===== src/rtl/imm_decode_stage_pkg.sv =====
// Shared field layout, decoded-entry type and occupancy encoding for the
// instruction decode stage that feeds the sign-extension unit.
package imm_decode_stage_pkg;

  localparam int OPC_W = 6;
  localparam int REG_W = 5;
  localparam int IMM_W = 16;

  localparam int OPC_HI = 31;
  localparam int OPC_LO = 26;
  localparam int RS_HI  = 25;
  localparam int RS_LO  = 21;
  localparam int RT_HI  = 20;
  localparam int RT_LO  = 16;
  localparam int IMM_HI = 15;
  localparam int IMM_LO = 0;

  localparam int BYTE_OPC_BIT_DEF = 5;
  localparam int ZEXT_OPC_BIT_DEF = 4;

  typedef struct packed {
    logic [OPC_W-1:0] opcode;
    logic [REG_W-1:0] rs;
    logic [REG_W-1:0] rt;
    logic [IMM_W-1:0] imm;
    logic             sw;
    logic             zext;
  } dec_entry_t;

  typedef enum logic [1:0] {
    EMPTY = 2'd0,
    ONE   = 2'd1,
    TWO   = 2'd2
  } occ_e;

endpackage


===== src/rtl/imm_decode_stage_if.sv =====
// Fetch-side and decode-side handshake bundle of the decode stage.
// master = fetch/consumer side, slave = the stage itself.
interface imm_decode_stage_if #(
  parameter int OPW  = 6,
  parameter int REGW = 5
);
  logic            in_valid;
  logic            in_ready;
  logic [31:0]     instr;
  logic            out_valid;
  logic            out_ready;
  logic [OPW-1:0]  opcode;
  logic [REGW-1:0] rs;
  logic [REGW-1:0] rt;
  logic [15:0]     imm;
  logic            sw;
  logic            zext;

  modport master (
    output in_valid, instr, out_ready,
    input  in_ready, out_valid, opcode, rs, rt, imm, sw, zext
  );

  modport slave (
    input  in_valid, instr, out_ready,
    output in_ready, out_valid, opcode, rs, rt, imm, sw, zext
  );
endinterface


===== src/rtl/imm_decode_stage_field_decode.sv =====
// Combinational slicer: raw instruction word to a pre-decoded entry,
// including the immediate width and zero-extension selects.
module imm_field_decode
  import imm_decode_stage_pkg::*;
#(
  parameter int BYTE_OPC_BIT = BYTE_OPC_BIT_DEF,
  parameter int ZEXT_OPC_BIT = ZEXT_OPC_BIT_DEF
) (
  input  logic [31:0] instr,
  output dec_entry_t  ent
);

  always_comb begin
    ent.opcode = instr[OPC_HI:OPC_LO];
    ent.rs     = instr[RS_HI:RS_LO];
    ent.rt     = instr[RT_HI:RT_LO];
    ent.imm    = instr[IMM_HI:IMM_LO];
    // byte-immediate opcodes clear sw so SignExtension uses only imm[7:0]
    ent.sw     = ~instr[OPC_LO+BYTE_OPC_BIT];
    ent.zext   = instr[OPC_LO+ZEXT_OPC_BIT];
  end

endmodule


===== src/rtl/imm_decode_stage.sv =====
// Decode stage: main output register plus one skid entry behind a registered
// in_ready, with branch flush and a saturating count of flushed entries.
module imm_decode_stage
  import imm_decode_stage_pkg::*;
#(
  parameter int OPW          = OPC_W,
  parameter int REGW         = REG_W,
  parameter int BYTE_OPC_BIT = BYTE_OPC_BIT_DEF,
  parameter int ZEXT_OPC_BIT = ZEXT_OPC_BIT_DEF
) (
  input  logic        clk,
  input  logic        rst,
  input  logic        flush,
  output logic [15:0] drop_cnt,
  imm_decode_stage_if.slave bus
);

  occ_e       state_q, state_d;
  dec_entry_t dec_p0;
  dec_entry_t main_p1;
  dec_entry_t skid_p1;
  logic       in_ready_q;
  logic       acc, xfer;
  logic       load_main, load_skid, skid_to_main;
  logic [1:0] drop_inc;

  function automatic logic [15:0] sat_add16(input logic [15:0] a, input logic [1:0] b);
    logic [16:0] s;
    s = {1'b0, a} + {15'd0, b};
    return s[16] ? 16'hFFFF : s[15:0];
  endfunction

  imm_field_decode #(
    .BYTE_OPC_BIT(BYTE_OPC_BIT),
    .ZEXT_OPC_BIT(ZEXT_OPC_BIT)
  ) u_dec (
    .instr(bus.instr),
    .ent  (dec_p0)
  );

  assign acc  = bus.in_valid && in_ready_q && !flush;
  assign xfer = (state_q != EMPTY) && bus.out_ready;

  always_comb begin
    state_d      = state_q;
    load_main    = 1'b0;
    load_skid    = 1'b0;
    skid_to_main = 1'b0;
    drop_inc     = 2'd0;
    if (flush) begin
      state_d = EMPTY;
      // an entry leaving on this very edge was delivered, not dropped
      case (state_q)
        ONE:     drop_inc = xfer ? 2'd0 : 2'd1;
        TWO:     drop_inc = xfer ? 2'd1 : 2'd2;
        default: drop_inc = 2'd0;
      endcase
    end else begin
      case (state_q)
        EMPTY: begin
          if (acc) begin
            state_d   = ONE;
            load_main = 1'b1;
          end
        end
        ONE: begin
          if (acc && xfer) begin
            load_main = 1'b1;
          end else if (acc) begin
            state_d   = TWO;
            load_skid = 1'b1;
          end else if (xfer) begin
            state_d = EMPTY;
          end
        end
        TWO: begin
          if (xfer) begin
            state_d      = ONE;
            skid_to_main = 1'b1;
          end
        end
        default: state_d = EMPTY;
      endcase
    end
  end

  // stage p0 -> p1: capture decoded word into main register or skid entry
  always_ff @(posedge clk or posedge rst) begin
    if (rst) begin
      state_q    <= EMPTY;
      in_ready_q <= 1'b1;
      drop_cnt   <= 16'd0;
      main_p1    <= '0;
    end else begin
      state_q    <= state_d;
      in_ready_q <= (state_d != TWO);
      drop_cnt   <= sat_add16(drop_cnt, drop_inc);
      if (load_main) begin
        main_p1 <= dec_p0;
      end else if (skid_to_main) begin
        main_p1 <= skid_p1;
      end
    end
  end

  always_ff @(posedge clk) begin
    if (load_skid) begin
      skid_p1 <= dec_p0;
    end
  end

  assign bus.in_ready  = in_ready_q;
  assign bus.out_valid = (state_q != EMPTY);
  assign bus.opcode    = OPW'(main_p1.opcode);
  assign bus.rs        = REGW'(main_p1.rs);
  assign bus.rt        = REGW'(main_p1.rt);
  assign bus.imm       = main_p1.imm;
  assign bus.sw        = main_p1.sw;
  assign bus.zext      = main_p1.zext;

endmodule


===== src/flat_wrapper.sv =====
// flat-port wrapper written by rule: the top's interface ports become plain ports
module imm_decode_stage_flat import imm_decode_stage_pkg::*;
#(
  parameter int OPW          = OPC_W,
  parameter int REGW         = REG_W,
  parameter int BYTE_OPC_BIT = BYTE_OPC_BIT_DEF,
  parameter int ZEXT_OPC_BIT = ZEXT_OPC_BIT_DEF
)
  (clk, rst, flush, drop_cnt, bus_in_valid, bus_instr, bus_out_ready, bus_in_ready, bus_out_valid, bus_opcode, bus_rs, bus_rt, bus_imm, bus_sw, bus_zext);
  imm_decode_stage_if #(.OPW(OPW), .REGW(REGW)) bus_i ();
  input  logic clk;
  input  logic rst;
  input  logic flush;
  output logic [15:0] drop_cnt;
  input wire logic [$bits(bus_i.in_valid)-1:0] bus_in_valid;
  input wire logic [$bits(bus_i.instr)-1:0] bus_instr;
  input wire logic [$bits(bus_i.out_ready)-1:0] bus_out_ready;
  output wire logic [$bits(bus_i.in_ready)-1:0] bus_in_ready;
  output wire logic [$bits(bus_i.out_valid)-1:0] bus_out_valid;
  output wire logic [$bits(bus_i.opcode)-1:0] bus_opcode;
  output wire logic [$bits(bus_i.rs)-1:0] bus_rs;
  output wire logic [$bits(bus_i.rt)-1:0] bus_rt;
  output wire logic [$bits(bus_i.imm)-1:0] bus_imm;
  output wire logic [$bits(bus_i.sw)-1:0] bus_sw;
  output wire logic [$bits(bus_i.zext)-1:0] bus_zext;
  assign bus_i.in_valid = bus_in_valid;
  assign bus_i.instr = bus_instr;
  assign bus_i.out_ready = bus_out_ready;
  assign bus_in_ready = bus_i.in_ready;
  assign bus_out_valid = bus_i.out_valid;
  assign bus_opcode = bus_i.opcode;
  assign bus_rs = bus_i.rs;
  assign bus_rt = bus_i.rt;
  assign bus_imm = bus_i.imm;
  assign bus_sw = bus_i.sw;
  assign bus_zext = bus_i.zext;
  imm_decode_stage #(.OPW(OPW), .REGW(REGW), .BYTE_OPC_BIT(BYTE_OPC_BIT), .ZEXT_OPC_BIT(ZEXT_OPC_BIT)) u_core (.clk(clk), .rst(rst), .flush(flush), .drop_cnt(drop_cnt), .bus(bus_i));
endmodule

===== config.mk =====
export PLATFORM = sky130hd
export DESIGN_NAME = imm_decode_stage_flat
export DESIGN_NICKNAME = d
export VERILOG_FILES = /design/src/rtl/imm_decode_stage_pkg.sv /design/src/rtl/imm_decode_stage_if.sv /design/src/rtl/imm_decode_stage_field_decode.sv /design/src/rtl/imm_decode_stage.sv /design/src/flat_wrapper.sv
export SDC_FILE = /design/constraint.sdc
export NUM_CORES = 1
export LEC_CHECK = 0
export ABC_AREA = 1
export CORE_MARGIN = 2
export CORE_UTILIZATION = 46
export DETAILED_ROUTE_END_ITERATION = 7
export GPL_TIMING_DRIVEN = 0
export PLACE_DENSITY = 0.76
export SYNTH_ARGS = -nofsm -noshare
export SYNTH_HDL_FRONTEND = slang
export SYNTH_HIERARCHICAL = 1
export SYNTH_SLANG_ARGS = --single-unit

===== constraint.sdc =====
create_clock -name clk -period 2.5 [get_ports clk]
set_input_delay 0.75 -clock clk [delete_from_list [all_inputs] [get_ports clk]]
set_output_delay 0.75 -clock clk [all_outputs]
set_load 0.05 [all_outputs]

==> results of run 1 <==
## final cells by class
type | instances | area [um^2] | area share (%)
clock buffer | 9 | 124 | 2.36
tap | 108 | 135 | 2.58
timing repair buffer | 69 | 667 | 12.7
inverter | 59 | 238 | 4.54
sequential | 87 | 2350 | 44.8
buffer | 46 | 359 | 6.85
multi-input combinational | 270 | 1280 | 24.5
clock inverter | 7 | 86.3 | 1.65
## power by group through the flow
| stage | Clock [mW] | Sequential [mW] | Combinational, mW |
|---|---|---|---|
| floorplan | 0 | 2.24 | 0.283 |
| global placement | 0 | 1.77 | 1.11 |
| detailed placement | 0 | 1.77 | 1.13 |
| CTS | 1.08 | 1.74 | 1.14 |
| global route | 1.13 | 1.76 | 1.21 |
| finish | 1.04 | 1.74 | 1.13 |
## cells by family after synthesis
family	after synthesis
compound gates	10
simple gates	251
flops	87
xor+xnor	6
fa+ha+maj	3
buf+inv	105
## routing by layer
metal	wire (um)	vias up	share of wire (%)	track usage, %
li1	-	1570	-	-
met1	3690	1478	43	23.2
met2	4270	78	50	30.9
met3	536	9	6.2	4.54
met4	103	0	1.2	6.64
met5	0	-	0	0
## stage by stage
stage | TNS (ns) | power (mW) | hold slack (ns) | cells
CTS | 0 | 3.96 | 0.481 | 651
floorplan | -0.821 | 2.52 | 0.531 | 462
detailed placement | -42.09 | 2.90 | 0.458 | 628
global route | -0.00497 | 4.10 | 0.512 | 655
global placement | -74.42 | 2.88 | 0.453 | 627
finish | 0 | 3.92 | 0.477 | 655
## cells in the final DEF, fill, tap and decap left out, types with 2 or more instances in the layout
cell and n:
nand3_1 48, inv_6 3, nand3_2 3, buf_1 3
inv_2 5, nand4_1 3, clkinvlp_4 2, xor2_1 6
buf_6 8, nand2_1 170, nor2_4 4, edfxtp_1 34
o21ai_0 7, nand3_4 2, inv_8 2, dfrtp_1 52
nor3_1 2, a21oi_1 2, clkdlybuf4s50_1 53, buf_2 2
nor2_1 15, inv_1 52, clkbuf_8 9, buf_4 44
## path summary, 6_finish.rpt
kind	slack, ns	from	end
setup / recovery	0.04	u_core/bus.in_ready$_DFF_PP1_	bus_in_ready
hold / removal	0.48	u_core/bus.rt[3]$_DFFE_PP0P_	u_core/bus.rt[3]$_DFFE_PP0P_
setup reg to reg	0.27	u_core/state_q[0]$_DFF_PP0_	u_core/drop_cnt[5]$_DFF_PP0_
hold reg to reg	0.48	u_core/bus.rt[3]$_DFFE_PP0P_	u_core/bus.rt[3]$_DFFE_PP0P_
max in group asynchronous	1.13	rst	u_core/bus.in_ready$_DFF_PP1_
min in group asynchronous	0.75	rst	u_core/bus.rs[2]$_DFFE_PP0P_
## repair_timing
action / CTS / global route
buffers inserted: 7 / 4
hold endpoints to repair: 0 / 0
endpoints found under the setup margin: 51 / 16
pin swaps: 4 / 4
gates resized for setup: 9 / 4
## sequential cells by signal, indices dropped and copies added, names as in the netlist
register,flops
u_core/state_q,2
u_core/bus.zext,1
u_core/bus.opcode,6
u_core/bus.rs,5
u_core/skid_p1,34
u_core/bus.imm,16
u_core/bus.sw,1
u_core/bus.in_ready,1
u_core/bus.rt,5
u_core/drop_cnt,16
==> impl_results.md, run 1 <==
- Port bufs: 57
- Clk Latency, worst-skew pair: 0.36 ns
- Synth Warn #: 6
- Synth top area cells: dfrtp_1 31%, edfxtp_1 25%, nand2_1 16%
- First-pass GRT wire length: 14500 um
- Final setup viols: 0
- Net Sw Frac: 36.3%
- Setup slack at placement: -1.05 ns
- Worst-margin pin slew: 0.768 ns
- Syn_nets: 502
- Clk root buf: clkbuf_8
- Antenna violations before repair: 0
- Clock power share: 26.6%
- CP bufs+invs: 1
- Slew Limit Fails: 0
- Mux cell area share after synthesis: 0%
- Routed wire length: 8600 um
- Final period demand of the worst path: 2.46 ns
- Detail Placement HPWL: ~6000 um
- Die height: 98.8 um
- Row count: 34
- Synth top cells by count: 171 x nand2_1, 57 x inv_1, 52 x dfrtp_1
- Combinational share of power: just under 30%
- Crit path kind: reg -> out
- Area of the mapped netlist: approximately 4100 um^2
- Maxcap violations: 0
- Syn avg cell area: about 9.0 um^2
- Initial core utilization: 47.4%
- Tot GR Track Use: 18.4%
- Largest delay share family, worst path: buffers and inverters
- Total gr overflow: 0
- Status: completed
- Distinct cell type count after synthesis: 25
- Clock sink count: 87
- Final Util: 60.1%
- Yosys top cell by area: dfrtp_1
- Hold Path Class: reg -> reg
- Hold Buf Count CTS: 0
- Synth Instances: 462
- Crit. End Element: primary output
- Core Box Area: 8720 um^2
- Vias in the first global route: 3078
- N_diodes: 0
- CTS tree: done
- Vias: 3135
- First drt pass iteration count: 4
- Worst endpoint required time: 1.75 ns
- Layout fillers: 761
- Crit path cell chain: clkdlybuf4s50_1
- Max IR drop VDD: 451 uV
- Routed wire per std cell: 13.1 um
- Die width: 98.8 um
- CP max FO: 2
- Worst Slack Setup Final: 0.0431 ns
- Power Density: roughly 750 nW/um^2
- Adder-cell share of the synthesized area: roughly 1.1%
- Flops & latches, synth: 87
- Power share of the sequential group: 44.5%
- Worst-case clock buffer depth: 2
- CTS buffer count: 9
- Via density: around 4.8
- Worst Skew: 0.0107 ns
- Leak: 2.47 nW
- Switching power: 1.42 mW
- Detail Route Antenna Nets: 0
- Number of synthesized flops with an enable pin: 34
- XOR/XNOR Fraction of Synth Area: between 1 and 1.5%
- Share of cells above drive strength 1: 17.6%
- Design Area, Final: 5240 um^2
- Largest net degree at the start of global routing: 35
- Complex-gate fraction of the synthesized area: 1.48%
- DIE AREA: just under 10000 um^2
- Drt drc: 0
- Clock Pin Slew Worst Setup and Hold Paths: 0.09 ns
- Nets: 582
- Area growth syn-to-layout: 26.6%
- Share of the synthesized area in the top cell type: 31.4%
- Slowest cell on crit path: clkdlybuf4s50_1
- Top-level I/O count: 89
- Seq/Total Area, Yosys: 56.8%
- F_max: 407 MHz
- Final hold vios: 0
- Largest family of logic cells by synthesized area: simple AND/OR/NAND/NOR gates
- Crit start category: flop
- Area share of and/or/nand/nor cells after synthesis: 25.7%
- Hold Path Depth: 2
- Internal power: ~2.5 mW
- Data arrival time of the worst path: 1.71 ns
- Max_slew headroom: 48.7%
- Synth Flop Type: dfrtp_1
- H-tree depth: 3
- Placed cell areas: approximately 4900 um^2
- Asr flop ratio synth: about 60%
- Gpl congestion: 0.826
- WP depth: 1
- Worst r2r path cells: 13
- 1st-iter DRT viols: approximately 120
- Top-count cell post-synth: nand2_1
- Tcrit/Tclk final: roughly 98%
- Worst path max stage delay: 0.80 ns
Power figures use the tool's default switching activity.
==> inputs of run 2 (changes only) <==
--- a/config.mk
+++ b/config.mk
@@ -8,6 +8,7 @@
 export ABC_AREA = 1
 export CORE_MARGIN = 2
 export CORE_UTILIZATION = 46
+export CTS_CLUSTER_DIAMETER = 200
 export DETAILED_ROUTE_END_ITERATION = 7
 export GPL_TIMING_DRIVEN = 0
 export PLACE_DENSITY = 0.76
==> results of run 2 <==
Final layout, timing and power as in run 1 (identical DEF).
==> inputs of run 3 (changes only) <==
--- a/config.mk
+++ b/config.mk
@@ -5,9 +5,8 @@
 export SDC_FILE = /design/constraint.sdc
 export NUM_CORES = 1
 export LEC_CHECK = 0
-export ABC_AREA = 1
 export CORE_MARGIN = 2
-export CORE_UTILIZATION = 46
+export CORE_UTILIZATION = 45
 export CTS_CLUSTER_DIAMETER = 200
 export DETAILED_ROUTE_END_ITERATION = 7
 export GPL_TIMING_DRIVEN = 0
==> run 3 against run 2 <==
The run now ends with negative setup slack left. First-iteration DRC count decreased by 20%. Count of clock-buffer cells in the layout is 1 higher. Largest cell class unchanged. Final cell count decreased by 28%. Maximum frequency decreased by 8.3%. Highest routed layer unchanged. Critical path type is now in -> reg.
==> impl_results.md, run 3 <==
- Status: complete, but fails checks
- Failing checks: negative setup slack
- Detail Route Antenna Nets: 0
- Routed wire per std cell: between 15 and 20 um
- Total gr overflow: 0
- Commonest non-fill, non-tap cell in the layout: clkdlybuf4s50_1
- Placed cell areas: 4530 um^2
- M2 GR Usage: 26.0%
- Largest net degree at the start of global routing: 33
- Initial core utilization: 46.2%
- Most frequent cells in the layout: 54 x clkdlybuf4s50_1, 52 x dfrtp_1, 42 x buf_4
- Worst-case clock buffer depth: 2
- CP bufs+invs: 2
- Detail Placement HPWL: ~5000 um
- Share of the synthesized area in the top cell type: about a third
- Met3 usage: under 10%
- Power Density: 797 nW/um^2
- Drt drc: 0
- Synth top area cells: dfrtp_1 35%, edfxtp_1 27%, a22o_1 7.2%
- First drt pass iteration count: 4
- Worst Slack Setup Final: -0.179 ns
- Synth Warn #: 6
- Synth Flop Type: dfrtp_1
- Antenna violations before repair: 0
- Gpl congestion: 0.764
- Distinct cell type count after synthesis: 38
- Maxcap violations: 0
- Top-level I/O count: 89
- Routed wire length: roughly 7400 um
- Vias: 2413
- Die width: 95.4 um
- F_max: 373 MHz
- Post-Place Cells: between 400 and 500
- Tot GR Track Use: about 16%
- Top-count cell post-synth: dfrtp_1
- CP max FO: 3
- Syn avg cell area: ~13 um^2
- Tcrit/Tclk final: 107%
- N_diodes: 0
- RSZ-0062 raised after global routing: yes
- Design Area, Final: 4850 um^2
- Area of the mapped netlist: 3760 um^2
- Worst path max stage delay: 0.57 ns
- Synth Instances: approximately 290
- Slew Limit Fails: 0
- Asr flop ratio synth: 60.9%
- GR peak layer: met2
- Nets: 402
- Data arrival time of the worst path: 2.91 ns
- Flops & latches, synth: 87
- Yosys top cell by area: dfrtp_1
- Via density: 5.11
- Synth top cells by count: 52 x dfrtp_1, 36 x buf_4, 34 x edfxtp_1
- Crit path kind: in -> reg
- Clock sink count: 87
- Worst endpoint required time: 2.73 ns
- CTS buffer count: 9
- Number of synthesized flops with an enable pin: 34
- Max_slew headroom: around 52%
- Final period demand of the worst path: 2.68 ns
- Clock Pin Slew Worst Setup and Hold Paths: 0.09 ns
- DIE AREA: 9100 um^2
- Layout fillers: 672
- Die height: 95.4 um
- H-tree depth: 3
- Non-Filler Instances: 472
- Seq/Total Area, Yosys: 62.5%
- Final Util: 59.6%
- Area growth syn-to-layout: 29.1%
- CTS tree: done
- Biggest register: u_core/skid_p1
- Clk root buf: clkbuf_8
- Final hold vios: 0
- Pwr Total: 3.86 mW
- Largest register FFs: 34
- Hold Buf Count CTS: 0
- Port bufs: 57
- 1st-iter DRT viols: 97
- Worst-margin pin slew: around 0.72 ns
- Clk Latency, worst-skew pair: 0.34 ns
- Leak: around 2.2 nW
- Crit start category: input port
- Hold Path Class: reg -> reg
- Slowest cell on crit path: or4_4
- Largest delay share family, worst path: simple AND/OR/NAND/NOR gates
- GR Util met1: 23.0%
- Syn_nets: 325
- First-pass GRT wire length: 11600 um
- Max IR drop VDD: 402 uV
- Share of cells above drive strength 1: between 20% and 30%
- Row count: 33
- Worst Skew: 0.0124 ns
- Final setup viols: 15
- Crit. End Element: flop
- Vias in the first global route: roughly 2.4k
- Core Box Area: 8130 um^2
- Crit path cell chain: buf_8 -> or3b_4 -> a21boi_2 -> ha_2 -> inv_2 -> fa_2 -> or4_4 -> nor2_4 -> mux2_4
run 3: cell count changes after synthesis, sizes merged, moves of 5 or more:
| cell | change |
|---|---|
| nand2 | -149 |
| inv | -53 |
| nand3 | -49 |
| a21o | +31 |
| a22o | +31 |
| nor2 | -14 |
| xnor2 | +11 |
| buf | -6 |
| clkbuf | +5 |
| xor2 | -5 |
run 3: layout make-up:
type	count	area, um^2	area share [%]
well taps	105	131	2.71
clock buffers	10	128	2.63
clock inverters	6	70.1	1.44
inverters	6	22.5	0.464
plain buffers	44	313	6.45
flip-flops and latches	87	2350	48.4
repair buffers	67	678	14.0
multi-input cells	147	1160	23.9
run 3: cell families after synthesis:
family,share of synthesized area (%)
AO/OA/AOI/OAI,14.5
XOR/XNOR,2.80
adder cells (fa/ha/maj),1.20
buffers and inverters,8.82
flip-flops,62.5
multiplexers,1.80
AND/OR/NAND/NOR,8.36
run 3: routing by layer:
layer,share of wire [%],vias to the layer above
met1,44,1205
met2,51,52
met5,0,-
li1,-,1146
met4,1.3,0
met3,3.5,10
run 3: timing repair:
| action | 4_1_cts | 5_1_grt |
|---|---|---|
| endpoints found under the hold margin | 0 | 0 |
| endpoints found under the setup margin | 17 | 16 |
| pin swaps | 7 | 7 |
| buffers inserted | 4 | 3 |
| resized for setup | 14 | 15 |
| gates cloned | 0 | 1 |
run 3: path summary, 6_finish.rpt:
| path | start | to | slack, ns | cells after the start |
|---|---|---|---|---|
| setup / recovery | bus_out_ready | u_core/drop_cnt[14]$_DFF_PP0_ | -0.18 | 9 |
| hold / removal | u_core/bus.opcode[2]$_DFFE_PP0P_ | u_core/bus.opcode[2]$_DFFE_PP0P_ | 0.48 | 1 |
| setup reg to reg | u_core/state_q[1]$_DFF_PP0_ | u_core/drop_cnt[14]$_DFF_PP0_ | -0.12 | 8 |
| hold reg to reg | u_core/bus.opcode[2]$_DFFE_PP0P_ | u_core/bus.opcode[2]$_DFFE_PP0P_ | 0.48 | 1 |
| max in group asynchronous | rst | u_core/bus.imm[11]$_DFFE_PP0P_ | 1.19 | 3 |
| min in group asynchronous | rst | u_core/drop_cnt[11]$_DFF_PP0_ | 0.77 | 2 |
run 3: where the power goes:
group,switching (mW),total [mW],internal (mW),leakage (nW)
Sequential,0.114,1.75,1.63,0.980
Combinational,0.724,1.15,0.423,1.11
Clock,0.502,0.970,0.468,0.0891
run 3: per-stage QoR:
step                setup WS, ns  setup TNS [ns]  hold WS (ns)
floorplan                 -0.499           -2.46         0.495
global placement           -1.17          -67.73         0.459
detailed placement         -1.21          -21.87         0.464
CTS                       -0.213          -0.318         0.485
global route              -0.227           -2.67         0.503
finish                    -0.179           -1.38         0.480
